$ cat src/rtl/alu_muldiv_seq_pkg.sv
// Shared definitions for the multiply/divide sequencer: ALU opcodes, FSM
// state encoding and operation selectors.
package alu_muldiv_seq_pkg;

  localparam int ALU_OP_W = 4;

  localparam logic [ALU_OP_W-1:0] ALU_ADD   = 4'd0;
  localparam logic [ALU_OP_W-1:0] ALU_SUB   = 4'd1;
  localparam logic [ALU_OP_W-1:0] ALU_AND   = 4'd2;
  localparam logic [ALU_OP_W-1:0] ALU_OR    = 4'd3;
  localparam logic [ALU_OP_W-1:0] ALU_XOR   = 4'd4;
  localparam logic [ALU_OP_W-1:0] ALU_NOR   = 4'd5;
  localparam logic [ALU_OP_W-1:0] ALU_SLL   = 4'd6;
  localparam logic [ALU_OP_W-1:0] ALU_SRL   = 4'd7;
  localparam logic [ALU_OP_W-1:0] ALU_SRA   = 4'd8;
  localparam logic [ALU_OP_W-1:0] ALU_SLT   = 4'd9;
  localparam logic [ALU_OP_W-1:0] ALU_SLTU  = 4'd10;
  localparam logic [ALU_OP_W-1:0] ALU_PASSA = 4'd11;
  localparam logic [ALU_OP_W-1:0] ALU_PASSB = 4'd12;
  localparam logic [ALU_OP_W-1:0] ALU_NAND  = 4'd13;
  localparam logic [ALU_OP_W-1:0] ALU_XNOR  = 4'd14;
  localparam logic [ALU_OP_W-1:0] ALU_NOTA  = 4'd15;

  typedef enum logic [2:0] {
    S_IDLE = 3'd0,
    S_RUN  = 3'd1,
    S_DONE = 3'd2,
    S_PRE  = 3'd3,
    S_POST = 3'd4
  } state_t;

  localparam logic OP_MUL = 1'b0;
  localparam logic OP_DIV = 1'b1;

endpackage

$ cat src/rtl/alu_muldiv_seq_if.sv
// Start/result handshake bundle between a requester and the multiply/divide
// sequencer. op_signed exists only when MULDIV_SIGNED_EN is defined.
interface alu_muldiv_seq_if #(
  parameter int DATA_WIDTH = 16
) ();

  logic                  start_valid;
  logic                  start_ready;
  logic                  op;
  logic [DATA_WIDTH-1:0] opa;
  logic [DATA_WIDTH-1:0] opb;
`ifdef MULDIV_SIGNED_EN
  logic                  op_signed;
`endif
  logic                  res_valid;
  logic                  res_ready;
  logic [DATA_WIDTH-1:0] res_hi;
  logic [DATA_WIDTH-1:0] res_lo;
  logic                  div_by_zero;

  modport master (
`ifdef MULDIV_SIGNED_EN
    output op_signed,
`endif
    output start_valid, op, opa, opb, res_ready,
    input  start_ready, res_valid, res_hi, res_lo, div_by_zero
  );

  modport slave (
`ifdef MULDIV_SIGNED_EN
    input  op_signed,
`endif
    input  start_valid, op, opa, opb, res_ready,
    output start_ready, res_valid, res_hi, res_lo, div_by_zero
  );

endinterface

$ cat src/rtl/alu_muldiv_seq.sv
// Multicycle shift-add multiply / restoring divide sequencer driving an external
// combinational ALU. Define MULDIV_SIGNED_EN for signed operation (PRE/POST states).
module alu_muldiv_seq
  import alu_muldiv_seq_pkg::*;
#(
  parameter int DATA_WIDTH = 16,
  parameter int OP_SIZE    = 4
) (
  input  logic                  clk,
  input  logic                  rst_n,
  alu_muldiv_seq_if.slave       bus,
  output logic                  busy,
  output logic [DATA_WIDTH-1:0] alu_a,
  output logic [DATA_WIDTH-1:0] alu_b,
  output logic [OP_SIZE-1:0]    alu_ctrl,
  input  logic [DATA_WIDTH-1:0] alu_out,
  input  logic                  alu_cout
);

  localparam int            W         = DATA_WIDTH;
  localparam int            CW        = $clog2(W);
  localparam logic [CW-1:0] LAST_STEP = CW'(W - 1);

  state_t r_state, w_state_nxt;

  // r_hi is the product high half or the remainder; r_lo is the product low
  // half or the quotient; r_b is the multiplicand or the divisor.
  logic          r_op;
  logic [CW-1:0] r_count;
  logic [W-1:0]  r_hi;
  logic [W-1:0]  r_lo;
  logic [W-1:0]  r_b;
  logic [W-1:0]  r_res_hi;
  logic [W-1:0]  r_res_lo;
  logic          r_dbz;

  logic          w_dbz_req;
  logic          w_last;
  logic [W:0]    w_t;
  logic          w_ge;
  logic          w_c;
  logic [W-1:0]  w_sum;
  logic [W-1:0]  w_hi_nxt;
  logic [W-1:0]  w_lo_nxt;

`ifdef MULDIV_SIGNED_EN
  logic          r_sa;
  logic          r_sb;
  logic          w_lo_neg;
  logic          w_b_neg;
  logic [2*W-1:0] w_prod_neg;

  assign w_lo_neg   = (r_op == OP_DIV) ? r_sa : r_sb;
  assign w_b_neg    = (r_op == OP_DIV) ? r_sb : r_sa;
  assign w_prod_neg = -{r_res_hi, r_res_lo};
`endif

  assign w_dbz_req = (bus.op == OP_DIV) && (bus.opb == '0);
  assign w_last    = (r_count == '0);

  assign bus.res_hi      = r_res_hi;
  assign bus.res_lo      = r_res_lo;
  assign bus.div_by_zero = r_dbz;

  always_ff @(posedge clk or negedge rst_n) begin
    if (!rst_n) r_state <= S_IDLE;
    else        r_state <= w_state_nxt;
  end

  // NOTE: every output of a combinational block gets a default first so no
  // path through the case statement can leave a latch behind.
  always_comb begin
    w_state_nxt     = r_state;
    bus.start_ready = 1'b0;
    bus.res_valid   = 1'b0;
    busy            = 1'b1;
    case (r_state)
      S_IDLE: begin
        bus.start_ready = 1'b1;
        busy            = 1'b0;
        if (bus.start_valid) begin
`ifdef MULDIV_SIGNED_EN
          w_state_nxt = w_dbz_req ? S_POST : S_PRE;
`else
          w_state_nxt = w_dbz_req ? S_DONE : S_RUN;
`endif
        end
      end
`ifdef MULDIV_SIGNED_EN
      S_PRE:  w_state_nxt = S_RUN;
      S_POST: w_state_nxt = S_DONE;
      S_RUN:  if (w_last) w_state_nxt = S_POST;
`else
      S_RUN:  if (w_last) w_state_nxt = S_DONE;
`endif
      S_DONE: begin
        bus.res_valid = 1'b1;
        if (bus.res_ready) w_state_nxt = S_IDLE;
      end
      default: w_state_nxt = S_IDLE;
    endcase
  end

  // One iteration of either algorithm. The stored remainder needs only W bits:
  // whenever t[W] is set, ge is forced and the remainder becomes alu_out.
  always_comb begin
    w_t   = {r_hi, r_lo[W-1]};
    w_ge  = w_t[W] | (w_t[W-1:0] >= r_b);
    w_c   = r_lo[0] & alu_cout;
    w_sum = r_lo[0] ? alu_out : r_hi;
    if (r_op == OP_DIV) begin
      w_hi_nxt = w_ge ? alu_out : w_t[W-1:0];
      w_lo_nxt = {r_lo[W-2:0], w_ge};
    end else begin
      w_hi_nxt = {w_c, w_sum[W-1:1]};
      w_lo_nxt = {w_sum[0], r_lo[W-1:1]};
    end
  end

  always_comb begin
    alu_a    = '0;
    alu_b    = '0;
    alu_ctrl = OP_SIZE'(ALU_ADD);
    if (r_state == S_RUN) begin
      alu_b = r_b;
      if (r_op == OP_DIV) begin
        alu_a    = w_t[W-1:0];
        alu_ctrl = OP_SIZE'(ALU_SUB);
      end else begin
        alu_a = r_hi;
      end
    end
  end

  // NOTE: sequential state uses non-blocking assignments only, so every
  // register samples the pre-edge values of the others.
  always_ff @(posedge clk or negedge rst_n) begin
    if (!rst_n) begin
      r_op     <= OP_MUL;
      r_count  <= '0;
      r_hi     <= '0;
      r_lo     <= '0;
      r_b      <= '0;
      r_res_hi <= '0;
      r_res_lo <= '0;
      r_dbz    <= 1'b0;
`ifdef MULDIV_SIGNED_EN
      r_sa     <= 1'b0;
      r_sb     <= 1'b0;
`endif
    end else begin
      case (r_state)
        S_IDLE: if (bus.start_valid) begin
          r_op    <= bus.op;
          r_count <= LAST_STEP;
          r_hi    <= '0;
          r_lo    <= (bus.op == OP_DIV) ? bus.opa : bus.opb;
          r_b     <= (bus.op == OP_DIV) ? bus.opb : bus.opa;
`ifdef MULDIV_SIGNED_EN
          r_sa    <= bus.op_signed & bus.opa[W-1];
          r_sb    <= bus.op_signed & bus.opb[W-1];
`endif
          if (w_dbz_req) begin
            r_res_hi <= bus.opa;
            r_res_lo <= '1;
            r_dbz    <= 1'b1;
          end
        end
        S_RUN: begin
          r_hi    <= w_hi_nxt;
          r_lo    <= w_lo_nxt;
          r_count <= r_count - 1'b1;
          if (w_last) begin
            r_res_hi <= w_hi_nxt;
            r_res_lo <= w_lo_nxt;
            r_dbz    <= 1'b0;
          end
        end
`ifdef MULDIV_SIGNED_EN
        S_PRE: begin
          if (w_lo_neg) r_lo <= -r_lo;
          if (w_b_neg)  r_b  <= -r_b;
        end
        // Quotient truncates toward zero, so the remainder follows the dividend.
        S_POST: if (!r_dbz) begin
          if (r_op == OP_MUL) begin
            if (r_sa ^ r_sb) {r_res_hi, r_res_lo} <= w_prod_neg;
          end else begin
            if (r_sa ^ r_sb) r_res_lo <= -r_res_lo;
            if (r_sa)        r_res_hi <= -r_res_hi;
          end
        end
`endif
        default: ;
      endcase
    end
  end

endmodule
$ cat src/flat_wrapper.sv
// flat-port wrapper written by rule: the top's interface ports become plain ports
module alu_muldiv_seq_flat import alu_muldiv_seq_pkg::*;
#(
  parameter int DATA_WIDTH = 16,
  parameter int OP_SIZE    = 4
)
  (clk, rst_n, busy, alu_a, alu_b, alu_ctrl, alu_out, alu_cout, bus_start_valid, bus_op, bus_opa, bus_opb, bus_res_ready, bus_start_ready, bus_res_valid, bus_res_hi, bus_res_lo, bus_div_by_zero);
  alu_muldiv_seq_if #(.DATA_WIDTH(DATA_WIDTH)) bus_i ();
  input  logic clk;
  input  logic rst_n;
  output logic busy;
  output logic [DATA_WIDTH-1:0] alu_a;
  output logic [DATA_WIDTH-1:0] alu_b;
  output logic [OP_SIZE-1:0] alu_ctrl;
  input  logic [DATA_WIDTH-1:0] alu_out;
  input  logic alu_cout;
  input wire logic [$bits(bus_i.start_valid)-1:0] bus_start_valid;
  input wire logic [$bits(bus_i.op)-1:0] bus_op;
  input wire logic [$bits(bus_i.opa)-1:0] bus_opa;
  input wire logic [$bits(bus_i.opb)-1:0] bus_opb;
  input wire logic [$bits(bus_i.res_ready)-1:0] bus_res_ready;
  output wire logic [$bits(bus_i.start_ready)-1:0] bus_start_ready;
  output wire logic [$bits(bus_i.res_valid)-1:0] bus_res_valid;
  output wire logic [$bits(bus_i.res_hi)-1:0] bus_res_hi;
  output wire logic [$bits(bus_i.res_lo)-1:0] bus_res_lo;
  output wire logic [$bits(bus_i.div_by_zero)-1:0] bus_div_by_zero;
  assign bus_i.start_valid = bus_start_valid;
  assign bus_i.op = bus_op;
  assign bus_i.opa = bus_opa;
  assign bus_i.opb = bus_opb;
  assign bus_i.res_ready = bus_res_ready;
  assign bus_start_ready = bus_i.start_ready;
  assign bus_res_valid = bus_i.res_valid;
  assign bus_res_hi = bus_i.res_hi;
  assign bus_res_lo = bus_i.res_lo;
  assign bus_div_by_zero = bus_i.div_by_zero;
  alu_muldiv_seq #(.DATA_WIDTH(DATA_WIDTH), .OP_SIZE(OP_SIZE)) u_core (.clk(clk), .rst_n(rst_n), .bus(bus_i), .busy(busy), .alu_a(alu_a), .alu_b(alu_b), .alu_ctrl(alu_ctrl), .alu_out(alu_out), .alu_cout(alu_cout));
endmodule
$ cat config.mk
export PLATFORM = sky130hd
export DESIGN_NAME = alu_muldiv_seq_flat
export DESIGN_NICKNAME = d
export VERILOG_FILES = /design/src/rtl/alu_muldiv_seq_pkg.sv /design/src/rtl/alu_muldiv_seq_if.sv /design/src/rtl/alu_muldiv_seq.sv /design/src/flat_wrapper.sv
export SDC_FILE = /design/constraint.sdc
export NUM_CORES = 1
export LEC_CHECK = 0
export ABC_AREA = 1
export BUFFER_PORTS_ARGS = -buffer_cell sky130_fd_sc_hd__buf_2
export CAP_MARGIN = 20
export CELL_PAD_IN_SITES_DETAIL_PLACEMENT = 1
export CELL_PAD_IN_SITES_GLOBAL_PLACEMENT = 2
export CORE_MARGIN = 2
export CORE_UTILIZATION = 30
export CTS_CLUSTER_SIZE = 16
export DETAILED_ROUTE_END_ITERATION = 10
export GPL_ROUTABILITY_DRIVEN = 0
export PLACE_DENSITY_LB_ADDON = 0.1
export RECOVER_POWER = 50
export SLEW_MARGIN = 0
export SYNTH_ARGS = -nofsm -noshare
export SYNTH_HDL_FRONTEND = slang
export SYNTH_SLANG_ARGS = --single-unit
export TNS_END_PERCENT = 100
$ cat constraint.sdc
create_clock -name clk -period 2.55 [get_ports clk]
set_input_delay 0.3825 -clock clk [delete_from_list [all_inputs] [get_ports clk]]
set_output_delay 0.3825 -clock clk [all_outputs]
set_load 0.01 [all_outputs]
; After elaboration in Yosys (flattened, before gate mapping)
; Index checks and enable logic that the tools add are counted.
[word_totals]
latch_bits = 0
inputBits = 54
out_inout_bits = 72
n_memories = 0
ram_bits = 0
mem_bits_ro = 0
ff_bits = 89
[classes]
div = 0
eq_ne = 6
order_cmp = 1
n_reduce_logical = 9
addsub = 1
bitwise_logic = 2
mul = 0
n_mux = 37
shifts = 0
[op_table]
columns = operator, n
row1 = 16-bit two-way mux, 17
row2 = 16-bit case mux with 2 select lines, 4
row3 = 16-bit greater-or-equal comparator, 1
row4 = 16-bit logical NOT, 1
row5 = 3-bit two-way mux, 3
row6 = 3-bit case mux with 3 select lines, 1
row7 = 4-bit two-way mux, 2
row8 = 4-bit case mux with 2 select lines, 1
row9 = 1-bit two-way mux, 7
row10 = 4-bit logical NOT, 1
row11 = 2-bit by 1-bit != test with 1-bit output (second input constant), 2
row12 = 2-bit != test (second input constant), 2
row13 = 2-bit AND reduction, 2
row14 = 4-bit AND reduction, 1
row15 = 4-bit by 1-bit subtractor with 4-bit output (second input constant), 1
row16 = 3-bit by 1-bit equality test with 1-bit output (second input constant), 1
row17 = 3-bit by 2-bit equality test with 1-bit output (second input constant), 1
row18 = 3-bit logical NOT, 1
row19 = 3-bit AND reduction, 1
row20 = 2-bit two-way mux, 1
row21 = 1-bit case mux with 2 select lines, 1
row22 = 2-bit nonzero test, 1
row23 = 1-bit bitwise AND, 1
row24 = 1-bit logical AND, 1
row25 = 1-bit bitwise OR, 1

; Logic depth before layout (Yosys ltp)
; Gate-level depths: netlist (run 1).
[depth]
word_depth = 6
depth_mapped = 17

; Worst setup path after synthesis (run 1)
; No wires, ideal clock.
[synth_path]
kind = flip-flop to flip-flop
startpoint = register u_core.r_hi[12]
endpoint = register u_core.r_lo[0]
path_stages_with_launch = 13
period_less_slack_ps = 1841
required_ps = 2413
arrival_time_ps = 1705
setup_slack_ps = 709
path_buffers = 1
cell_sequence = dfrtp_1 -> ha_1 -> nand2_1 -> inv_1 -> o21ai_1 -> nand3_1 -> nor2_2 -> nand2_2 -> buf_6 -> nand2_1 -> nand2_1 -> o211ai_1 -> o21ai_0
[synth_between]
elab_chain_cells = 4
[synth_lines]
columns = item, line
row1 = from (decl), alu_muldiv_seq.sv:30  ; logic [W-1:0] r_hi;
row2 = from (signal assigned), alu_muldiv_seq.sv:170  ; r_hi <= w_hi_nxt;
row3 = 16-bit greater-or-equal comparator, alu_muldiv_seq.sv:108  ; w_ge = w_t[W] | (w_t[W-1:0] >= r_b);
row4 = 1-bit bitwise OR, alu_muldiv_seq.sv:108
row5 = 16-bit two-way mux, alu_muldiv_seq.sv:111  ; if (r_op == OP_DIV) begin
row6 = 16-bit case mux with 2 select lines, alu_muldiv_seq.sv:152  ; case (r_state)
row7 = to (signal assigned), alu_muldiv_seq.sv:157  ; r_lo <= (bus.op == OP_DIV) ? bus.opa : bus.opb;
row8 = to (signal assigned), alu_muldiv_seq.sv:171  ; r_lo <= w_lo_nxt;
row9 = to (decl), alu_muldiv_seq.sv:31  ; logic [W-1:0] r_lo;
; No other way between the ends.
; A chain may end at the register's enable or synchronous reset.

; Worst setup path in the final report (run 1)
[layout_path]
startpoint = register u_core.r_hi[14]
endpoint = register u_core.r_hi[3]
[layout_between]
elab_chain_cells = 5
[layout_lines]
columns = item, line
row1 = 16-bit greater-or-equal comparator, alu_muldiv_seq.sv:108
row2 = 1-bit bitwise OR, alu_muldiv_seq.sv:108
row3 = 16-bit two-way mux, alu_muldiv_seq.sv:112  ; w_hi_nxt = w_ge ? alu_out : w_t[W-1:0];
row4 = 16-bit two-way mux, alu_muldiv_seq.sv:111
row5 = 16-bit case mux with 2 select lines, alu_muldiv_seq.sv:152
; No other way between the ends.

==> results_dict.tcl, run 1 <==
set metrics [dict create \
    outcome "finished, final reports clean" \
    worstRegToRegCells 12 \
    worst_slack_ns 0.380 \
    dp_hpwl_um 14900 \
    grt_pass1_wl_um 32600 \
    ir_worst_vdd_mv 0.593 \
    ys_types 33 \
    hold_path_class "input pin to asynchronous set/reset pin" \
    finalCriticalPeriod_ns 2.17 \
    pin_slew_with_the_least_headroom_to_its_limit_ns 1.06 \
    areaGrowthSynthToFinish_pct 19.3 \
    post_synth_instance_area_um2 5460 \
    first_global_vias 5800 \
    totalPowerFinal_mw 9.28 \
    cts.path.max_buffers 2 \
    drt_wl_total_um 19900 \
    detailedRoute.firstPassIterationCount 5 \
    leakage_nw 3.38 \
    timing.final.crit_share_pct 85.1 \
    cts_max_level 3 \
    postCtsHoldBufs 0 \
    synth_flop_cell "dfrtp_1" \
    initial_utilization_pct 30.5 \
    layout.area.seq_um2 2200 \
    cts.sinks 88 \
    synth-seq-cells 88 \
    layout.cells.most_common_list "161 x nand2_1, 93 x inv_1, 88 x buf_2, 87 x dfrtp_1, 76 x nor2_1" \
    critical_path.startpoint "u_core.r_hi[14]$_DFFE_PN0P_" \
    width_of_the_chip_um 139 \
    start_kind "flop" \
    end_of_the_worst_register_to_register_path "u_core.r_hi[3]$_DFFE_PN0P_" \
    crit_path_end_kind "flop" \
    fraction_of_the_yosys_area_taken_by_sequential_cells_pct 40.3 \
    antennaDiodeCount 0 \
    pin_count 126 \
    drive_gt1_share_pct 16.8 \
    final-hold-violation-count 0 \
    post-place-ws_ns 0.399 \
    row_count 49 \
    drc 0 \
    rrSetupSlack_ns 0.38 \
    unrepaired_setup_endpoints_after_global_routing "false" \
    number_of_cts_inserted_buffers 9 \
    antenna_found_initial 0 \
    vias 5459 \
    final_cell_area_um2 6510 \
    global_route_congestion_overflow_total 0 \
    r2r_start "u_core.r_hi[14]$_DFFE_PN0P_" \
    placeableCoreArea_um2 17900 \
    vias_per_cell 5.02 \
    timing.clock.skew_ns 0.00735 \
    fmax_mhz 461 \
    worst_endpoint_required_time_ns 2.76 \
    synth_cells 750 \
    totalNegativeSetupSlack_ns 0 \
    async_flop_share_pct 100 \
    post_drt_wl_per_cell_um 18.3 \
    placed_area_um2 6290 \
    synth_area_per_cell_um2 7.28 \
    drv_slew 0 \
    clock_tree.root_cell "clkbuf_16" \
    die_h_um 139 \
    m1WireLength_um 9680 \
    routed_length_on_met3_um 641 \
    cts-resized-gates 0 \
    layout.cells.most_common "nand2_1" \
    cts_tree "built" \
    yosysWarningCount 0 \
    fillCellCount 2294 \
    setup_viol_count_final 0 \
    dieArea_um2 19300 \
    grt_start_max_net_pins 52 \
    route.top_layer_used "met4" \
    relSlewSlack_pct 29.4 \
    crit_fanout 17 \
    worst_setup_hold_path_clk_slew_ns 0.06 \
    dr_wl_met2_um 9400 \
    antenna_violating_nets_remaining 0 \
    worst_hold_slack_ns 0.209 \
    num-nets-final 925 \
    worst_ep_arrival_time_ns 2.38 \
    drt-initial-drc-count 266 \
    postCtsSetupRepairBufs 0 \
    power.density_cell_area_nw_per_um2 1420 \
    synth_edf_count 0 \
    globalRouteTotalUtil_pct 21.2 \
    io_buffer_count 122 \
    timing_worst_setup_path_type "flop to flop" \
    multi_input_gate_area_in_the_final_layout_um2 2640 \
    timing.max_cap.violations 0 \
    latest_clock_arrival_within_the_worst_skew_pair_ns 0.35 \
]
[final cells by class]
cell class                      instances  area share [%]
Multi-Input combinational cell        515            40.5
Tap cell                              229            4.40
Clock buffer                           13            4.15
Inverter                              101            5.90
Clock inverter                          3           0.231
Timing Repair Buffer                  139            11.0
Sequential cell                        88            33.8
[Yosys cell counts, types with 5 or more instances]
cell        n  share of area [%]
buf_1       7               0.48
dfrtp_1    88                 40
a211o_1    13                2.1
inv_1      93                6.4
buf_2      11                1.0
nand3_1    52                4.8
o21ai_2     6               0.96
o21ai_1    11                1.0
nor2_1     75                5.2
a21oi_1    39                3.6
nand2_1   161                 11
a22oi_1    16                2.2
ha_1       17                3.9
o22ai_1    17                1.9
o21ai_0    64                5.9
clkbuf_1   22                1.5
o211ai_1   15                2.1
inv_2       5               0.34
[power breakdown]
part	switching (mW)	internal, mW
clock network	0.565	0.737
logic	3.62	1.80
registers	0.486	2.07
total	4.67	4.61
[worst max-delay path: stages (launching register included)]
cell     delay, ns
dfrtp_1       0.42
ha_1          0.32
nand2_1       0.06
inv_1         0.10
nand3_1       0.10
nor2_1        0.19
nand2_1       0.11
nand2_2       0.29
nand2_1       0.10
nand3_1       0.08
nand2_1       0.10
nand2_1       0.07
o21ai_0       0.09
[kinds of logic after synthesis]
family	count (synthesis)	synth area share [%]
AOI/OAI and AO/OA	188	20.6
adders and majority gates	17	3.90
buffers and inverters	149	11.4
DFF	88	40.3
other	1	0.0687
and+or+nand+nor	307	23.6
[through the flow]
step / util (%) / std cells
6_report: 36.4 / 1088
5_1_grt: 36.4 / 1088
4_1_cts: 36.7 / 1088
3_5_place_dp: 35.1 / 1072
3_3_place_gp: 35.1 / 1072
2_1_floorplan: - / 752
[flip-flops by register name (all words and copies together), names as in the netlist]
name and flops:
u_core.bus.div_by_zero 1, u_core.bus.res_hi 16, u_core.bus.res_lo 16, u_core.r_b 16, u_core.r_count 4, u_core.r_hi 16
u_core.r_lo 16, u_core.r_op 1, u_core.r_state 2
[metal layers]
layer / up-vias / track usage [%]
li1: 2679 / -
met1: 2662 / 29.7
met2: 104 / 34.8
met3: 14 / 2.73
met4: 0 / 5.26
met5: - / 0
[worst max path at each step]
stage / to / slack, ns / cells after the start
3_3_place_gp: u_core.r_hi[4]$_DFFE_PN0P_ / 0.42 / 11
5_1_grt: u_core.r_hi[4]$_DFFE_PN0P_ / 0.16 / 12
6_report: u_core.r_hi[3]$_DFFE_PN0P_ / 0.38 / 12
2_1_floorplan: u_core.r_lo[0]$_DFFE_PN0P_ / 0.71 / 12
4_1_cts: u_core.r_hi[3]$_DFFE_PN0P_ / 0.33 / 12
3_5_place_dp: u_core.r_hi[4]$_DFFE_PN0P_ / 0.40 / 11
(Power assumes the default switching activity.)
==> inputs of run 2 (changes only) <==
Settings changed: CORE_ASPECT_RATIO set to 0.9, CTS_CLUSTER_DIAMETER set to 80.
==> run 2 against run 1 <==
Effect of this change: critical path depth fell by 7; sequential power barely moved; via count rose by 1.1%; flip-flop and latch count did not move; core utilization rose by 0.90 points; routed wire length rose by 2.4%; cell count rose by 1.3%; first-iteration DRC count rose by 17%; highest routed layer unchanged; non-clock buffer count rose by 3; largest cell class unchanged; critical endpoint is now alu_b[6]; worst hold slack improved by 0.058 ns; fmax fell by 7.4%; worst setup slack got worse by 0.17 ns.
==> results_dict.tcl, run 2 (synthesis results as in run 1) <==
set metrics [dict create \
    ir_worst_vdd_mv 0.519 \
    first_global_vias 5725 \
    worst_slack_ns 0.208 \
    antenna_found_initial 0 \
    layout.cells.most_common_list "161 x nand2_1, 93 x inv_1, 88 x buf_2, 87 x dfrtp_1, 75 x nor2_1" \
    drc 0 \
    outcome "finished, final reports clean" \
    setup_viol_count_final 0 \
    layout.area.seq_um2 2200 \
    num-nets-final 928 \
    number_of_cts_inserted_buffers 9 \
    dieArea_um2 19300 \
    final-hold-violation-count 0 \
    cts_tree "built" \
    timing.final.crit_share_pct 91.9 \
    power.density_cell_area_nw_per_um2 1460 \
    leakage_nw 3.43 \
    die_h_um 132 \
    finalCriticalPeriod_ns 2.34 \
    vias_per_cell 5.01 \
    globalRouteTotalUtil_pct 21.4 \
    fillCellCount 2303 \
    power.share.switching_pct 49.7 \
    postCtsSetupRepairBufs 0 \
    cts.path.max_buffers 2 \
    drt_wl_total_um 20400 \
    post_drt_wl_per_cell_um 18.5 \
    p_switching_mw 4.79 \
    io_buffer_count 122 \
    cts.sinks 88 \
    drv_slew 0 \
    worst_endpoint_required_time_ns 2.17 \
    detailedRoute.firstPassIterationCount 5 \
    hold_path_class "input pin to asynchronous set/reset pin" \
    global_route_congestion_overflow_total 0 \
    worst_ep_arrival_time_ns 1.96 \
    placeableCoreArea_um2 17700 \
    cell_internal_pwr_mw 4.84 \
    relSlewSlack_pct 17.2 \
    rrSetupSlack_ns 0.33 \
    areaGrowthSynthToFinish_pct 21.1 \
    width_of_the_chip_um 146 \
    pin_slew_with_the_least_headroom_to_its_limit_ns 1.24 \
    post-place-ws_ns 0.236 \
    unrepaired_setup_endpoints_after_global_routing "false" \
    cts-resized-gates 0 \
    totalNegativeSetupSlack_ns 0 \
    grt_start_max_net_pins 52 \
    p_clk_share_pct 16.6 \
    crit_path_end_kind "primary output" \
    drt-initial-drc-count 312 \
    antennaDiodeCount 0 \
    timing.clock.skew_ns 0.0118 \
    multi_input_gate_area_in_the_final_layout_um2 2640 \
    fmax_mhz 427 \
    r2r_start "u_core.r_hi[6]$_DFFE_PN0P_" \
    drive_gt1_share_pct 17.2 \
    layout.cells.most_common "nand2_1" \
    timing.max_cap.violations 0 \
    pin_count 126 \
    vias 5518 \
    worst_setup_path_endpoint "alu_b[6]" \
    sequentialPowerShare_pct 26.4 \
    cts_max_level 3 \
    timing_worst_setup_path_type "flop to primary output" \
    antenna_violating_nets_remaining 0 \
    initial_utilization_pct 30.8 \
    critical_path.startpoint "u_core.r_state[1]$_DFFE_PN0P_" \
    end_of_the_worst_register_to_register_path "u_core.r_hi[7]$_DFFE_PN0P_" \
    clock_tree.root_cell "clkbuf_16" \
    postCtsHoldBufs 0 \
    worstRegToRegCells 14 \
    grt_pass1_wl_um 32500 \
    dp_hpwl_um 15100 \
    crit_fanout 27 \
    start_kind "flop" \
    row_count 46 \
    latest_clock_arrival_within_the_worst_skew_pair_ns 0.36 \
    worst_setup_hold_path_clk_slew_ns 0.07 \
    combPwrFrac_pct 57.0 \
]
-- run 2: worst max-delay path: stages (launching register included) --
cell,delay (ns)
dfrtp_1,0.45
nor2_4,0.15
inv_2,0.08
clkbuf_2,0.42
nor2_1,0.32
buf_2,0.18
-- run 2: per-stage QoR --
step                hold WS (ns)  utilization, %  area [um2]  cells  power, mW
finish                     0.267            37.3        6610   1102       9.63
detailed placement         0.460            35.6        6320   1086       8.16
floorplan                 0.0869               -        5470    752       6.20
global placement           0.451            35.6        6320   1086       8.00
global route               0.304            37.3        6610   1102       10.5
CTS                       0.0745            37.6        6670   1102       9.80
-- run 2: how the worst min path moves through the flow --
| stage | end | slack [ns] |
|---|---|---|
| 2_1_floorplan | u_core.bus.div_by_zero$_DFFE_PN0P_ | 0.09 |
| 3_3_place_gp | u_core.r_hi[10]$_DFFE_PN0P_ | 0.45 |
| 3_5_place_dp | u_core.r_hi[10]$_DFFE_PN0P_ | 0.46 |
| 4_1_cts | u_core.r_hi[10]$_DFFE_PN0P_ | 0.07 |
| 5_1_grt | u_core.r_state[0]$_DFFE_PN0P_ | 0.30 |
| 6_report | u_core.r_hi[11]$_DFFE_PN0P_ | 0.27 |
-- run 2: final cells by class --
cell class                 count  area share (%)
clock inverter                 6            1.74
inverter                     101            5.81
multi-input combinational    515            39.9
clock buffer                  10            3.62
timing repair buffer         142            11.0
tap                          240            4.54
sequential                    88            33.3
-- run 2: power groups by stage --
stage	registers [mW]	logic, mW	clock network (mW)
after floorplan	2.49	3.71	0
after global placement	2.55	5.46	0
after detailed placement	2.56	5.60	0
after CTS	2.54	5.63	1.64
after global routing	2.62	6.23	1.69
final	2.54	5.49	1.60
-- run 2: layer usage --
metal | vias to the layer above | GRT usage (%) | wire (um)
met2 | 111 | 35.3 | 9660
li1 | 2674 | - | -
met4 | 0 | 2.59 | 89
met3 | 4 | 4.33 | 735
met5 | - | 0 | 0
met1 | 2729 | 30.2 | 9920
==> inputs of run 3 (changes only) <==
Settings changed: PLACE_DENSITY_LB_ADDON 0.1 to 0.15.
==> run 3 against run 2 <==
Effect of this change: global-route usage is 0.073 points lower; final area shrank 1.9%; routed wire length grew 0.42%; non-clock buffer count is 2 lower; largest power group unchanged; highest routed layer unchanged; worst hold slack got worse by 0.0045 ns; register-to-register slack gained 0.03 ns; clock skew decreased by 0.0070 ns; sequential share of layout area up 0.63 points; power down 4.0%; clock power decreased by 23%; largest cell class unchanged; die area did not move; critical path type is now flop to flop; fmax up 6.8%.
==> results_dict.tcl, run 3 (synthesis results as in run 1) <==
set metrics [dict create \
    pin_slew_with_the_least_headroom_to_its_limit_ns 1.19 \
    end_of_the_worst_register_to_register_path "u_core.r_hi[2]$_DFFE_PN0P_" \
    grt_pass1_wl_um 32600 \
    post-place-ws_ns 0.343 \
    timing.final.crit_share_pct 86.0 \
    critPathMostFrequentCell "nand2_1" \
    post_drt_wl_per_cell_um 18.7 \
    critPathTopFamily "simple AND/OR/NAND/NOR gates" \
    worstRegToRegCells 15 \
    cts.path.max_buffers 2 \
    timing.clock.skew_ns 0.00477 \
    routed_length_on_met3_um 884 \
    sequentialPowerShare_pct 27.5 \
    clock_tree.root_cell "clkbuf_16" \
    postCtsSetupRepairBufs 0 \
    crit_path_end_kind "flop" \
    worst_ep_arrival_time_ns 2.40 \
    cts.sinks 88 \
    p_switching_mw 4.71 \
    antenna_violating_nets_remaining 0 \
    m1WireLength_um 9520 \
    cell_internal_pwr_mw 4.53 \
    unrepaired_setup_endpoints_after_global_routing "false" \
    placeableCoreArea_um2 17700 \
    finalCriticalPeriod_ns 2.19 \
    outcome "finished, final reports clean" \
    timing_worst_setup_path_type "flop to flop" \
    detailedRoute.firstPassIterationCount 4 \
    crit_fanout 17 \
    pin_count 126 \
    p_clk_share_pct 13.3 \
    path_buf_inv 2 \
    relSlewSlack_pct 20.5 \
    drv_slew 0 \
    r2r_start "u_core.r_b[7]$_DFFE_PN0P_" \
    width_of_the_chip_um 146 \
    io_buffer_count 122 \
    drt-initial-drc-count 225 \
    cts_max_level 3 \
    dr_wl_met2_um 9760 \
    drt_wl_total_um 20500 \
    cts_tree "built" \
    dieArea_um2 19300 \
    start_kind "flop" \
    setup_viol_count_final 0 \
    drive_gt1_share_pct 16.4 \
    leakage_nw 3.36 \
    drc 0 \
    worst_slack_ns 0.356 \
    path_cells "inv_1 > ha_1 > nand2_1 > inv_1 > nand2_1 > nor2_1 > nor2_1 > nand2_1 > nand2_1 > nand2_2 > nand2_1 > nand3_1 > nand2_1 > nand2_1 > o21ai_0" \
    power.density_cell_area_nw_per_um2 1420 \
    row_count 46 \
    postCtsHoldBufs 0 \
    antennaDiodeCount 0 \
    worst_endpoint_required_time_ns 2.76 \
    totalNegativeSetupSlack_ns 0 \
    worst_path_largest_cell_delay_ns 0.32 \
    vias 5597 \
    globalRouteTotalUtil_pct 21.4 \
    global_route_congestion_overflow_total 0 \
    final-hold-violation-count 0 \
    timing.max_cap.violations 0 \
    placed_area_um2 6300 \
    num-nets-final 926 \
    first_global_vias 5848 \
    vias_per_cell 5.10 \
    final_cell_area_um2 6490 \
    antenna_found_initial 0 \
    die_h_um 132 \
    dp_hpwl_um 15100 \
    worst_setup_hold_path_clk_slew_ns 0.06 \
    route.top_layer_used "met4" \
    ir_worst_vdd_mv 0.437 \
    layout.cells.most_common "nand2_1" \
    number_of_cts_inserted_buffers 9 \
    layout.cells.most_common_list "161 x nand2_1, 93 x inv_1, 88 x buf_2, 87 x dfrtp_1, 76 x nor2_1" \
    power.share.switching_pct 51.0 \
    cts-resized-gates 0 \
    rrSetupSlack_ns 0.36 \
    fillCellCount 2279 \
    critical_path.slowest_cell "dfrtp_1" \
    combPwrFrac_pct 59.1 \
    areaGrowthSynthToFinish_pct 18.8 \
    grt_start_max_net_pins 52 \
    initial_utilization_pct 30.8 \
    hold_path_class "input pin to asynchronous set/reset pin" \
    fmax_mhz 456 \
    latest_clock_arrival_within_the_worst_skew_pair_ns 0.35 \
]
-- run 3: how the worst max path moves through the flow --
stage / startpoint / end / slack (ns) / cells after the start
global route: u_core.r_b[15]$_DFFE_PN0P_ / u_core.r_hi[10]$_DFFE_PN0P_ / 0.13 / 13
finish: u_core.r_b[7]$_DFFE_PN0P_ / u_core.r_hi[2]$_DFFE_PN0P_ / 0.36 / 15
CTS: u_core.r_b[7]$_DFFE_PN0P_ / u_core.r_hi[2]$_DFFE_PN0P_ / 0.33 / 15
global placement: u_core.r_b[4]$_DFFE_PN0P_ / u_core.r_hi[1]$_DFFE_PN0P_ / 0.41 / 15
floorplan: u_core.r_hi[12]$_DFFE_PN0P_ / u_core.r_lo[0]$_DFFE_PN0P_ / 0.71 / 12
detailed placement: u_core.r_b[7]$_DFFE_PN0P_ / u_core.r_hi[2]$_DFFE_PN0P_ / 0.34 / 15
-- run 3: power by group through the flow --
| stage | combinational [mW] | sequential [mW] | clock [mW] |
|---|---|---|---|
| floorplan | 3.71 | 2.49 | 0 |
| detailed placement | 5.59 | 2.56 | 0 |
| CTS | 5.62 | 2.55 | 1.26 |
| finish | 5.47 | 2.55 | 1.23 |
| global placement | 5.43 | 2.55 | 0 |
| global route | 6.19 | 2.62 | 1.32 |
-- run 3: layout make-up --
type,instances,area (um2),area share (%)
clock buffers,13,250,3.86
multi-input cells,515,2630,40.6
repair buffers,140,711,11.0
flip-flops and latches,88,2200,34.0
well taps,240,300,4.63
inverters,101,384,5.92
clock inverters,1,5.00,0.0772
-- run 3: per-layer routing --
layer | vias up | GRT usage, %
met4 | 0 | 5.07
met5 | - | 0
met2 | 134 | 35.7
met1 | 2768 | 28.6
met3 | 23 | 4.26
li1 | 2672 | -
-- run 3: through the flow --
stage / utilization, % / cells / hold slack, ns / total power, mW
after global routing: 36.6 / 1098 / 0.310 / 10.1
after CTS: 37.0 / 1098 / 0.0611 / 9.43
after floorplan: - / 752 / 0.0869 / 6.20
after global placement: 35.5 / 1084 / 0.431 / 7.98
final: 36.6 / 1098 / 0.262 / 9.24
after detailed placement: 35.5 / 1084 / 0.433 / 8.16
